$ cat config.mk
export PLATFORM = sky130hd
export DESIGN_NAME = io_uart_responder_flat
export DESIGN_NICKNAME = d
export VERILOG_FILES = /design/src/rtl/io_uart_responder_if.sv /design/src/rtl/io_uart_responder.sv /design/src/flat_wrapper.sv
export SDC_FILE = /design/constraint.sdc
export NUM_CORES = 1
export LEC_CHECK = 0
export CAP_MARGIN = 20
export CORE_MARGIN = 3
export CORE_UTILIZATION = 31
export CTS_BUF_LIST = sky130_fd_sc_hd__clkbuf_16
export CTS_CLUSTER_DIAMETER = 50
export DETAILED_ROUTE_END_ITERATION = 8
export HOLD_SLACK_MARGIN = 0.05
export PLACE_DENSITY = 0.51
export SLEW_MARGIN = 20
export SYNTH_ARGS = -nofsm -noshare
export SYNTH_HDL_FRONTEND = slang
export SYNTH_SLANG_ARGS = --single-unit
$ cat constraint.sdc
create_clock -name CLK -period 2.4 [get_ports CLK]
set_input_delay 0.6 -clock CLK [delete_from_list [all_inputs] [get_ports CLK]]
set_output_delay 0.6 -clock CLK [all_outputs]
set_load 0.01 [all_outputs]
$ cat src/rtl/io_uart_responder_if.sv
// Byte-wide I/O handshake between the CPU-side controller (master) and the UART responder (slave).
// Reads are level requests answered by a one-cycle done pulse; writes are one-cycle pulses gated by ready.
interface io_uart_responder_if;
    logic       io_read_req;
    logic       io_write_req;
    logic [7:0] io_wdata;
    logic       io_ready;
    logic       io_done;
    logic [7:0] io_rdata;

    modport master (
        output io_read_req, io_write_req, io_wdata,
        input  io_ready, io_done, io_rdata
    );

    modport slave (
        input  io_read_req, io_write_req, io_wdata,
        output io_ready, io_done, io_rdata
    );
endinterface

$ cat src/rtl/io_uart_responder.sv
// UART peripheral for the CPU byte I/O handshake: writes become 8N1 frames, received frames are FIFO'd for reads.
// Latency: write->start bit 2 cycles, read->done 1 cycle; backpressure via io_ready (one-byte holding register).
module io_uart_responder #(
    parameter int CLK_PER_BIT = 868,
    parameter int RX_DEPTH    = 16
) (
    input  logic               CLK,
    input  logic               RSTN,
    io_uart_responder_if.slave io,
    input  logic               uart_rxd,
    output logic               uart_txd,
    input  logic               err_clear,
    output logic               rx_overflow,
    output logic               rx_frame_err,
    output logic               tx_overrun
);

    localparam int CNT_W = $clog2(CLK_PER_BIT);
    localparam int AW    = $clog2(RX_DEPTH);

    localparam logic [CNT_W-1:0] BIT_LAST = CNT_W'(CLK_PER_BIT - 1);
    localparam logic [CNT_W-1:0] BIT_HALF = CNT_W'(CLK_PER_BIT / 2);
    localparam logic [CNT_W-1:0] CNT_ONE  = CNT_W'(1);
    localparam logic [AW:0]      PTR_ONE  = (AW+1)'(1);

    typedef enum logic [1:0] {TX_IDLE, TX_START, TX_DATA, TX_STOP} tx_state_t;
    typedef enum logic [1:0] {RX_IDLE, RX_START, RX_DATA, RX_STOP} rx_state_t;

    // ---------------- write path / holding register ----------------
    logic       hold_full;
    logic [7:0] hold_dat;
    logic       tx_load;

    always_ff @(posedge CLK or negedge RSTN) begin
        if (!RSTN) begin
            hold_full <= 1'b0;
            hold_dat  <= 8'h00;
        end else if (tx_load) begin
            hold_full <= 1'b0;
        end else if (io.io_write_req && !hold_full) begin
            hold_full <= 1'b1;
            hold_dat  <= io.io_wdata;
        end
    end

    assign io.io_ready = ~hold_full;

    // ---------------- TX FSM ----------------
    tx_state_t        tx_state, tx_state_n;
    logic [CNT_W-1:0] tx_cnt, tx_cnt_n;
    logic [2:0]       tx_bit, tx_bit_n;
    logic [7:0]       tx_shift, tx_shift_n;
    logic             txd_q, txd_n;

    always_ff @(posedge CLK or negedge RSTN) begin
        if (!RSTN) begin
            tx_state <= TX_IDLE;
            tx_cnt   <= '0;
            tx_bit   <= '0;
            tx_shift <= '0;
            txd_q    <= 1'b1;
        end else begin
            tx_state <= tx_state_n;
            tx_cnt   <= tx_cnt_n;
            tx_bit   <= tx_bit_n;
            tx_shift <= tx_shift_n;
            txd_q    <= txd_n;
        end
    end

    // txd is registered so the line level changes exactly on bit-period boundaries
    always_comb begin
        tx_state_n = tx_state;
        tx_cnt_n   = (tx_cnt == BIT_LAST) ? '0 : tx_cnt + CNT_ONE;
        tx_bit_n   = tx_bit;
        tx_shift_n = tx_shift;
        txd_n      = txd_q;
        tx_load    = 1'b0;
        case (tx_state)
            TX_IDLE: begin
                tx_cnt_n = '0;
                txd_n    = 1'b1;
                if (hold_full) begin
                    tx_load    = 1'b1;
                    tx_shift_n = hold_dat;
                    txd_n      = 1'b0;
                    tx_state_n = TX_START;
                end
            end
            TX_START: begin
                if (tx_cnt == BIT_LAST) begin
                    tx_state_n = TX_DATA;
                    tx_bit_n   = '0;
                    txd_n      = tx_shift[0];
                end
            end
            TX_DATA: begin
                if (tx_cnt == BIT_LAST) begin
                    if (tx_bit == 3'd7) begin
                        tx_state_n = TX_STOP;
                        txd_n      = 1'b1;
                    end else begin
                        tx_bit_n   = tx_bit + 3'd1;
                        tx_shift_n = {1'b0, tx_shift[7:1]};
                        txd_n      = tx_shift[1];
                    end
                end
            end
            TX_STOP: begin
                if (tx_cnt == BIT_LAST) begin
                    // a refilled holding register chains straight into the next start bit
                    if (hold_full) begin
                        tx_load    = 1'b1;
                        tx_shift_n = hold_dat;
                        txd_n      = 1'b0;
                        tx_state_n = TX_START;
                    end else begin
                        txd_n      = 1'b1;
                        tx_state_n = TX_IDLE;
                    end
                end
            end
            default: tx_state_n = TX_IDLE;
        endcase
    end

    assign uart_txd = txd_q;

    // ---------------- RX synchronizer ----------------
    logic [1:0] rx_sync;
    logic       rx_prev;
    logic       rx_s;
    logic       rx_fall;

    always_ff @(posedge CLK or negedge RSTN) begin
        if (!RSTN) begin
            rx_sync <= 2'b11;
            rx_prev <= 1'b1;
        end else begin
            rx_sync <= {rx_sync[0], uart_rxd};
            rx_prev <= rx_sync[1];
        end
    end

    assign rx_s    = rx_sync[1];
    assign rx_fall = rx_prev & ~rx_s;

    // ---------------- RX FSM ----------------
    rx_state_t        rx_state, rx_state_n;
    logic [CNT_W-1:0] rx_cnt, rx_cnt_n;
    logic [2:0]       rx_bit, rx_bit_n;
    logic [7:0]       rx_shift, rx_shift_n;
    logic             rx_stop_ok;
    logic             rx_stop_bad;

    always_ff @(posedge CLK or negedge RSTN) begin
        if (!RSTN) begin
            rx_state <= RX_IDLE;
            rx_cnt   <= '0;
            rx_bit   <= '0;
            rx_shift <= '0;
        end else begin
            rx_state <= rx_state_n;
            rx_cnt   <= rx_cnt_n;
            rx_bit   <= rx_bit_n;
            rx_shift <= rx_shift_n;
        end
    end

    // The edge-detect cycle counts as cycle 0 of the start bit, so samples land mid-bit.
    always_comb begin
        rx_state_n  = rx_state;
        rx_cnt_n    = (rx_cnt == BIT_LAST) ? '0 : rx_cnt + CNT_ONE;
        rx_bit_n    = rx_bit;
        rx_shift_n  = rx_shift;
        rx_stop_ok  = 1'b0;
        rx_stop_bad = 1'b0;
        case (rx_state)
            RX_IDLE: begin
                rx_cnt_n = rx_fall ? CNT_ONE : '0;
                if (rx_fall) rx_state_n = RX_START;
            end
            RX_START: begin
                if (rx_cnt == BIT_HALF) begin
                    rx_cnt_n   = '0;
                    rx_bit_n   = '0;
                    rx_state_n = rx_s ? RX_IDLE : RX_DATA;
                end
            end
            RX_DATA: begin
                if (rx_cnt == BIT_LAST) begin
                    rx_shift_n = {rx_s, rx_shift[7:1]};
                    if (rx_bit == 3'd7) rx_state_n = RX_STOP;
                    else                rx_bit_n   = rx_bit + 3'd1;
                end
            end
            RX_STOP: begin
                if (rx_cnt == BIT_LAST) begin
                    rx_stop_ok  = rx_s;
                    rx_stop_bad = ~rx_s;
                    rx_state_n  = RX_IDLE;
                end
            end
            default: rx_state_n = RX_IDLE;
        endcase
    end

    logic       rx_push_q;
    logic [7:0] rx_byte_q;

    always_ff @(posedge CLK or negedge RSTN) begin
        if (!RSTN) begin
            rx_push_q <= 1'b0;
            rx_byte_q <= 8'h00;
        end else begin
            rx_push_q <= rx_stop_ok;
            if (rx_stop_ok) rx_byte_q <= rx_shift;
        end
    end

    // ---------------- RX FIFO ----------------
    logic [7:0]  fifo_mem [RX_DEPTH];
    logic [AW:0] wr_ptr, rd_ptr;
    logic        fifo_empty, fifo_full;
    logic        push_vld, pop_vld;

    assign fifo_empty = (wr_ptr == rd_ptr);
    assign fifo_full  = (wr_ptr[AW-1:0] == rd_ptr[AW-1:0]) && (wr_ptr[AW] != rd_ptr[AW]);
    assign push_vld   = rx_push_q & ~fifo_full;

    always_ff @(posedge CLK or negedge RSTN) begin
        if (!RSTN) begin
            wr_ptr <= '0;
            rd_ptr <= '0;
        end else begin
            if (push_vld) wr_ptr <= wr_ptr + PTR_ONE;
            if (pop_vld)  rd_ptr <= rd_ptr + PTR_ONE;
        end
    end

    always_ff @(posedge CLK) begin
        if (push_vld) fifo_mem[wr_ptr[AW-1:0]] <= rx_byte_q;
    end

    // ---------------- read path ----------------
    logic       done_q;
    logic [7:0] rdata_q;

    // ~done_q keeps a request that is still high during the done cycle from popping a second byte
    assign pop_vld = io.io_read_req & ~done_q & ~fifo_empty;

    always_ff @(posedge CLK or negedge RSTN) begin
        if (!RSTN) begin
            done_q  <= 1'b0;
            rdata_q <= 8'h00;
        end else begin
            done_q <= pop_vld;
            if (pop_vld) rdata_q <= fifo_mem[rd_ptr[AW-1:0]];
        end
    end

    assign io.io_done  = done_q;
    assign io.io_rdata = rdata_q;

    // ---------------- sticky errors ----------------
    always_ff @(posedge CLK or negedge RSTN) begin
        if (!RSTN) begin
            rx_overflow  <= 1'b0;
            rx_frame_err <= 1'b0;
            tx_overrun   <= 1'b0;
        end else begin
            rx_overflow  <= (rx_overflow  & ~err_clear) | (rx_push_q & fifo_full);
            rx_frame_err <= (rx_frame_err & ~err_clear) | rx_stop_bad;
            tx_overrun   <= (tx_overrun   & ~err_clear) | (io.io_write_req & hold_full);
        end
    end

endmodule

$ cat src/flat_wrapper.sv
// flat-port wrapper written by rule: the top's interface ports become plain ports
module io_uart_responder_flat 
#(
    parameter int CLK_PER_BIT = 868,
    parameter int RX_DEPTH    = 16
)
  (CLK, RSTN, uart_rxd, uart_txd, err_clear, rx_overflow, rx_frame_err, tx_overrun, io_io_read_req, io_io_write_req, io_io_wdata, io_io_ready, io_io_done, io_io_rdata);
  io_uart_responder_if io_i ();
  input  logic CLK;
  input  logic RSTN;
  input  logic uart_rxd;
  output logic uart_txd;
  input  logic err_clear;
  output logic rx_overflow;
  output logic rx_frame_err;
  output logic tx_overrun;
  input wire logic [$bits(io_i.io_read_req)-1:0] io_io_read_req;
  input wire logic [$bits(io_i.io_write_req)-1:0] io_io_write_req;
  input wire logic [$bits(io_i.io_wdata)-1:0] io_io_wdata;
  output wire logic [$bits(io_i.io_ready)-1:0] io_io_ready;
  output wire logic [$bits(io_i.io_done)-1:0] io_io_done;
  output wire logic [$bits(io_i.io_rdata)-1:0] io_io_rdata;
  assign io_i.io_read_req = io_io_read_req;
  assign io_i.io_write_req = io_io_write_req;
  assign io_i.io_wdata = io_io_wdata;
  assign io_io_ready = io_i.io_ready;
  assign io_io_done = io_i.io_done;
  assign io_io_rdata = io_i.io_rdata;
  io_uart_responder #(.CLK_PER_BIT(CLK_PER_BIT), .RX_DEPTH(RX_DEPTH)) u_core (.CLK(CLK), .RSTN(RSTN), .io(io_i), .uart_rxd(uart_rxd), .uart_txd(uart_txd), .err_clear(err_clear), .rx_overflow(rx_overflow), .rx_frame_err(rx_frame_err), .tx_overrun(tx_overrun));
endmodule
==> flow_summary.toml, run 1 <==
[placed_design]
placed_cells = 965
port_buffers = 27
dpl.hpwl_um = 12300
gp_congestion = 0.758

[logic_synthesis]
seq_area_frac_synth_pct = 66.4
async_reset_ff_share_pct = 41.3
syn-num-nets = 589
synth.distinct_cells = 56
ys.flop_type = "edfxtp_1"
netlist_top_cells_area = "edfxtp_1, dfrtp_1, mux4_2"
synth_area_leader_cell = "edfxtp_1"
syn_inst = 558
synth-seq-cells = 218
synth_top_area_share_pct = 41.9
synth_edf_count = 128
syn_area_mm2 = 0.00918
yosys_warnings = 0
syn_area_per_cell_um2 = 16.5

[status]
outcome = "finished, final reports clean"

[clock_tree]
cts.sinks = 218
ctsHtreeMaxLevel = 1
cts-buffers-inserted = 27
root_buffer = "clkbuf_16"
cts_tree = "done"
clk_path_buf_depth = 3
clock_latency_ns = 0.53
cts_resized = 0
cts.clk_slew.worst_paths_ns = 0.06

[worst_setup_path]
crit_fanout = 7
cp.required_ns = 1.80
crit_type = "reg -> out"
r2r_slack_ns = 0.27
r2r-end = "u_core.tx_shift[2]"
crit_end = "io_io_ready"
start_kind = "register"
reg2reg_from = "u_core.tx_state[0]"
cp-startpoint = "u_core.hold_full"
endpoint_kind = "output pin"
critPathArrivalTime_ns = 1.60
ff2ff_path_depth = 5

[sta]
worst_pin_slew_ns = 0.700
fin_crit_ns = 2.20
rsz0062_at_grt = "false"
slew_headroom_pct = 53.2
hold_viol_final = 0
clock.fmax_mhz = 455
skew_ns = 0.0111
setup_viol = 0
setup_tns_ns = 0
whs_ns = 0.355
maxSlewViolCount = 0
fin_crit_sh_pct = 91.6

[power]
irDropWorstVdd_mv = 0.514
p_sw_share_pct = 24.6
power_frac_comb_pct = 11.6
total_leakage_power_nw = 3.77
intPower_w = 0.00707
switching_power_w = 0.00230
p_seq_share_pct = 47.1
power_per_cell_area_mw_per_mm2 = 863
pwr-share-clk_pct = 41.3

[route]
ant_nets = 0
wire_per_inst_um = 18.5
drc = 0
drtPass1Iterations = 5
drt_iter0_drc = 259
drt-total-wl_um = 18800
vias_per_cell = 4.81
dr_total_vias = 4878

[global_route]
antenna_found_initial = 0
grt_pass1_vias = 5284
track_usage_pct = 12.1
grt_max_degree = 83
grt-ovfl-total = 0
grt_pass1_wl_um = 30000

[cells_and_area]
final_cells = 1014
area_growth_pct = 18.2
nNetsFinal = 642
drive_gt1_share_pct = 22.9
fillers = 2667
n_antenna_cell = 0

[job]
max_cap_viol_count = 0

[floorplanning]
core_area_mm2 = 0.0289
initial_core_util_pct = 31.7
die_h_um = 178
io_pins = 28
die_x_um = 178
die-area_mm2 = 0.0317
rows = 62

[hold_path]
min_path_type = "reg -> reg"
## area by class of cell
type / count / area [um^2] / share of cell area [%]
Multi-Input combinational cell: 302 / 2890 / 26.6
Clock buffer: 27 / 676 / 6.22
Timing Repair Buffer: 47 / 470 / 4.33
Tap cell: 384 / 480 / 4.42
Clock inverter: 21 / 186 / 1.72
Inverter: 15 / 56.3 / 0.518
Sequential cell: 218 / 6100 / 56.2
## synthesized netlist by cell type, types with 8 or more instances
cell type  number
xor2_1         10
mux2_2         42
nor2b_1        11
mux2_4          8
nand2_1        18
a22oi_1        16
xnor2_1        20
nand3_1        10
nor2_1         31
edfxtp_1      128
and3_1         19
ha_1           17
dfrtp_1        86
mux4_1         10
mux4_2         22
inv_1          15
## worst min path at each step
stage	start	endpoint	slack (ns)	depth (start not counted)
after global routing	u_core.rx_sync[0]	u_core.rx_sync[1]	0.36	0
final	u_core.rx_sync[0]	u_core.rx_sync[1]	0.36	0
after detailed placement	u_core.rx_sync[0]	u_core.rx_sync[1]	0.35	0
after floorplan	RSTN	asynchronous set/reset pin	0.30	0
after CTS	u_core.rx_sync[0]	u_core.rx_sync[1]	0.36	0
after global placement	u_core.rx_sync[0]	u_core.rx_sync[1]	0.35	0
## routing by layer
layer / vias to the layer above / wire length [um] / track usage (%)
met5: - / 0 / 0
met4: 0 / 272 / 2.26
met3: 25 / 595 / 2.06
met2: 82 / 9240 / 20.6
met1: 2527 / 8660 / 16.5
li1: 2244 / - / -
## through the flow
step	setup slack, ns	util, %	cell area [um^2]	power [W]
after floorplan	0.453	-	9180	0.00529
after global placement	0.311	34.5	9990	0.00555
after detailed placement	0.275	34.5	9990	0.00559
after CTS	0.167	37.5	10900	0.00951
after global routing	0.132	37.5	10900	0.00982
final	0.201	37.5	10900	0.00937
## cells in the final DEF, fill, tap and decap left out, types with 5 or more instances in the layout
| master | synthesis | layout |
|---|---|---|
| inv_1 | 15 | 18 |
| edfxtp_1 | 128 | 128 |
| nor2b_1 | 11 | 11 |
| xnor2_1 | 20 | 20 |
| xor2_1 | 10 | 10 |
| clkdlybuf4s50_1 | 0 | 26 |
| and3_1 | 19 | 19 |
| mux4_1 | 10 | 10 |
| buf_4 | 2 | 16 |
| clkinv_1 | 0 | 5 |
| dfrtp_1 | 86 | 85 |
| nand3_1 | 10 | 10 |
| o211ai_1 | 5 | 5 |
| nand2_1 | 18 | 18 |
| mux2_4 | 8 | 8 |
| mux2_2 | 42 | 42 |
| ha_1 | 17 | 17 |
| mux4_2 | 22 | 22 |
| clkbuf_16 | 0 | 27 |
| nor2_1 | 31 | 31 |
| nor3_1 | 7 | 7 |
| nand4_1 | 7 | 7 |
| a22oi_1 | 16 | 16 |
## cells by family after synthesis
group | count (synthesis) | share of synthesized area (%)
adders and majority gates | 17 | 2.32
xor gates and xnor gates | 30 | 2.86
DFF | 218 | 66.4
buffers and inverters | 38 | 2.13
and+or+nand+nor | 124 | 7.47
muxes | 84 | 14.9
AOI/OAI and AO/OA | 47 | 3.87
## critical path: stages (launching register included)
cell,delay (ns)
dfrtp_1,0.46
inv_1,0.08
clkdlybuf4s50_1,0.53
## flip-flops by register name (all words and copies together), names as in the netlist, 2 cells and up, named ones only
signal / cells
u_core.fifo_mem: 128
u_core.hold_dat: 8
u_core.io.io_rdata: 8
u_core.rd_ptr: 5
u_core.rx_bit: 3
u_core.rx_byte_q: 8
u_core.rx_cnt: 10
u_core.rx_shift: 8
u_core.rx_sync: 2
u_core.tx_bit: 3
u_core.tx_cnt: 10
u_core.tx_shift: 8
u_core.tx_state: 2
u_core.wr_ptr: 5
## what timing repair did
action / CTS / global route
setup buffers: 0 / 0
hold buffers: 1 / 0
hold endpoints to repair: 8 / 0
## power groups by stage
stage	logic [W]	registers, W	clock network, W
finish	0.00109	0.00441	0.00387
floorplan	0.000864	0.00442	0
global route	0.00123	0.00445	0.00415
CTS	0.00111	0.00442	0.00399
detailed placement	0.00109	0.00449	0
global placement	0.00108	0.00447	0
Power figures use the tool's default switching activity.
==> run 2: changes to the inputs <==
--- a/config.mk
+++ b/config.mk
@@ -6,11 +6,11 @@
 export NUM_CORES = 1
 export LEC_CHECK = 0
 export CAP_MARGIN = 20
-export CORE_MARGIN = 3
+export CORE_MARGIN = 2
 export CORE_UTILIZATION = 31
-export CTS_BUF_LIST = sky130_fd_sc_hd__clkbuf_16
 export CTS_CLUSTER_DIAMETER = 50
 export DETAILED_ROUTE_END_ITERATION = 8
+export GPL_TIMING_DRIVEN = 0
 export HOLD_SLACK_MARGIN = 0.05
 export PLACE_DENSITY = 0.51
 export SLEW_MARGIN = 20
==> run 2 against run 1 <==
  * Non-clock buffer count increased by 5
  * Count of clock-buffer cells in the layout up 7
  * Via count up 0.25%
  * Critical endpoint is now u_core.io.io_rdata[4]
  * Highest routed layer unchanged
==> flow_summary.toml, run 2 (synthesized netlist as in run 1, its figures left out) <==
[clock_tree]
cts.sinks = 218
postCtsSetupBuffers = 0
cts-buffers-inserted = 26
clk_path_buf_depth = 3
cts.clk_slew.worst_paths_ns = 0.06
ctsHtreeMaxLevel = 1
root_buffer = "clkbuf_16"
clock_latency_ns = 0.52
cts_tree = "done"

[status]
outcome = "finished, final reports clean"

[floorplanning]
die_x_um = 176
io_pins = 28
core_area_mm2 = 0.0294
die-area_mm2 = 0.0310
rows = 63
initial_core_util_pct = 31.2
die_h_um = 176

[global_route]
grt-ovfl-total = 0
grt_max_degree = 48
grt_pass1_vias = 5232
grt_pass1_wl_um = 29300
track_usage_pct = 12.1
antenna_found_initial = 0

[power]
total_leakage_power_nw = 3.73
irDropWorstVdd_mv = 0.620
power_per_cell_area_mw_per_mm2 = 862

[route]
wire_per_inst_um = 17.8
vias_per_cell = 4.77
drt-total-wl_um = 18200
drtPass1Iterations = 4
ant_nets = 0
drc = 0
drt_iter0_drc = 328
dr_total_vias = 4890

[cells_and_area]
drive_gt1_share_pct = 23.8
regArea_mm2 = 0.00610
largest_register_ffs = 128
fillers = 2743
area_growth_pct = 18.2
final_common_cell = "edfxtp_1"
nNetsFinal = 646
layout_common_cells = "edfxtp_1, dfrtp_1, mux2_2"
multi_input_area_mm2 = 0.00290
n_antenna_cell = 0

[sta]
maxSlewViolCount = 0
worst_pin_slew_ns = 0.828
finalWorstSetupSlack_ns = 0.144
setup_viol = 0
fin_crit_ns = 2.26
slew_headroom_pct = 44.5
clock.fmax_mhz = 443
rsz0062_at_grt = "false"
fin_crit_sh_pct = 94.0
hold_viol_final = 0
skew_ns = 0.0157
whs_ns = 0.355

[worst_setup_path]
cp.required_ns = 2.80
crit_fanout = 10
start_kind = "register"
ff2ff_path_depth = 6
cp-startpoint = "u_core.rd_ptr[1]"
crit_type = "reg -> reg"
reg2reg_from = "u_core.rd_ptr[1]"
endpoint_kind = "register"
critPathArrivalTime_ns = 2.66

[placed_design]
gp_congestion = 0.798
dpl.hpwl_um = 11800
port_buffers = 27
place_ws_ns = -0.0681

[job]
max_cap_viol_count = 0

[hold_path]
hp-start = "u_core.rx_sync[0]"
holdPathStages = 0
min_path_type = "reg -> reg"
==> run 2: area by class of cell <==
type / instances / area share (%)
plain buffers: 23 / 1.31
flip-flops and latches: 218 / 56.2
clock buffers: 34 / 6.56
clock inverters: 14 / 1.29
repair buffers: 29 / 2.85
multi-input cells: 302 / 26.8
inverters: 15 / 0.519
well taps: 390 / 4.50
==> run 2: where the power goes <==
part / total (W) / internal [W] / leakage [nW] / switching (W)
Clock: 0.00383 / 0.00232 / 0.404 / 0.00151
Combinational: 0.00113 / 0.000582 / 1.26 / 0.000545
Sequential: 0.00440 / 0.00420 / 2.06 / 0.000193
==> run 2: path summary, 6_finish.rpt <==
| check | to | slack [ns] |
|---|---|---|
| max | u_core.io.io_rdata[4] | 0.14 |
| max in group asynchronous | u_core.uart_txd | 1.16 |
| min reg2reg | u_core.rx_sync[1] | 0.36 |
| min in group asynchronous | u_core.io.io_rdata[2] | 0.59 |
| min | u_core.rx_sync[1] | 0.36 |
| max reg2reg | u_core.io.io_rdata[4] | 0.14 |
==> run 2: worst max-delay path, cell delays in order, from the launching register on <==
cell	delay, ns
dfrtp_1	0.34
buf_2	0.25
clkbuf_1	0.52
mux4_2	0.44
a22oi_1	0.22
nand2_1	0.09
mux2_2	0.27
==> run 2: repair_timing <==
item | 4_1_cts | 5_1_grt
hold buffers | 1 | 0
endpoints found under the hold margin | 36 | 0
resized for setup | 10 | 4
endpoints found under the setup margin | 75 | 73
==> run 2: through the flow <==
step	total power [W]	utilization (%)	cell area (um^2)	setup TNS, ns	std cells
after floorplan	0.00529	-	9180	0	558
after global placement	0.00557	33.8	9940	-255.20	975
after detailed placement	0.00561	33.9	9980	-3.56	976
after CTS	0.00948	36.9	10900	0	1025
after global routing	0.00980	36.9	10900	0	1025
final	0.00935	36.9	10900	0	1025
==> run 2: per-layer routing <==
layer  global-route usage (%)  part of all wire [%]  routed length (um)  vias up
met5                        0                     0                   0        -
met1                     16.1                    45                8150     2500
met3                     1.98                   3.9                 704       39
li1                         -                     -                   -     2258
met4                     3.51                   2.7                 501        0
met2                     20.5                    49                8880       93
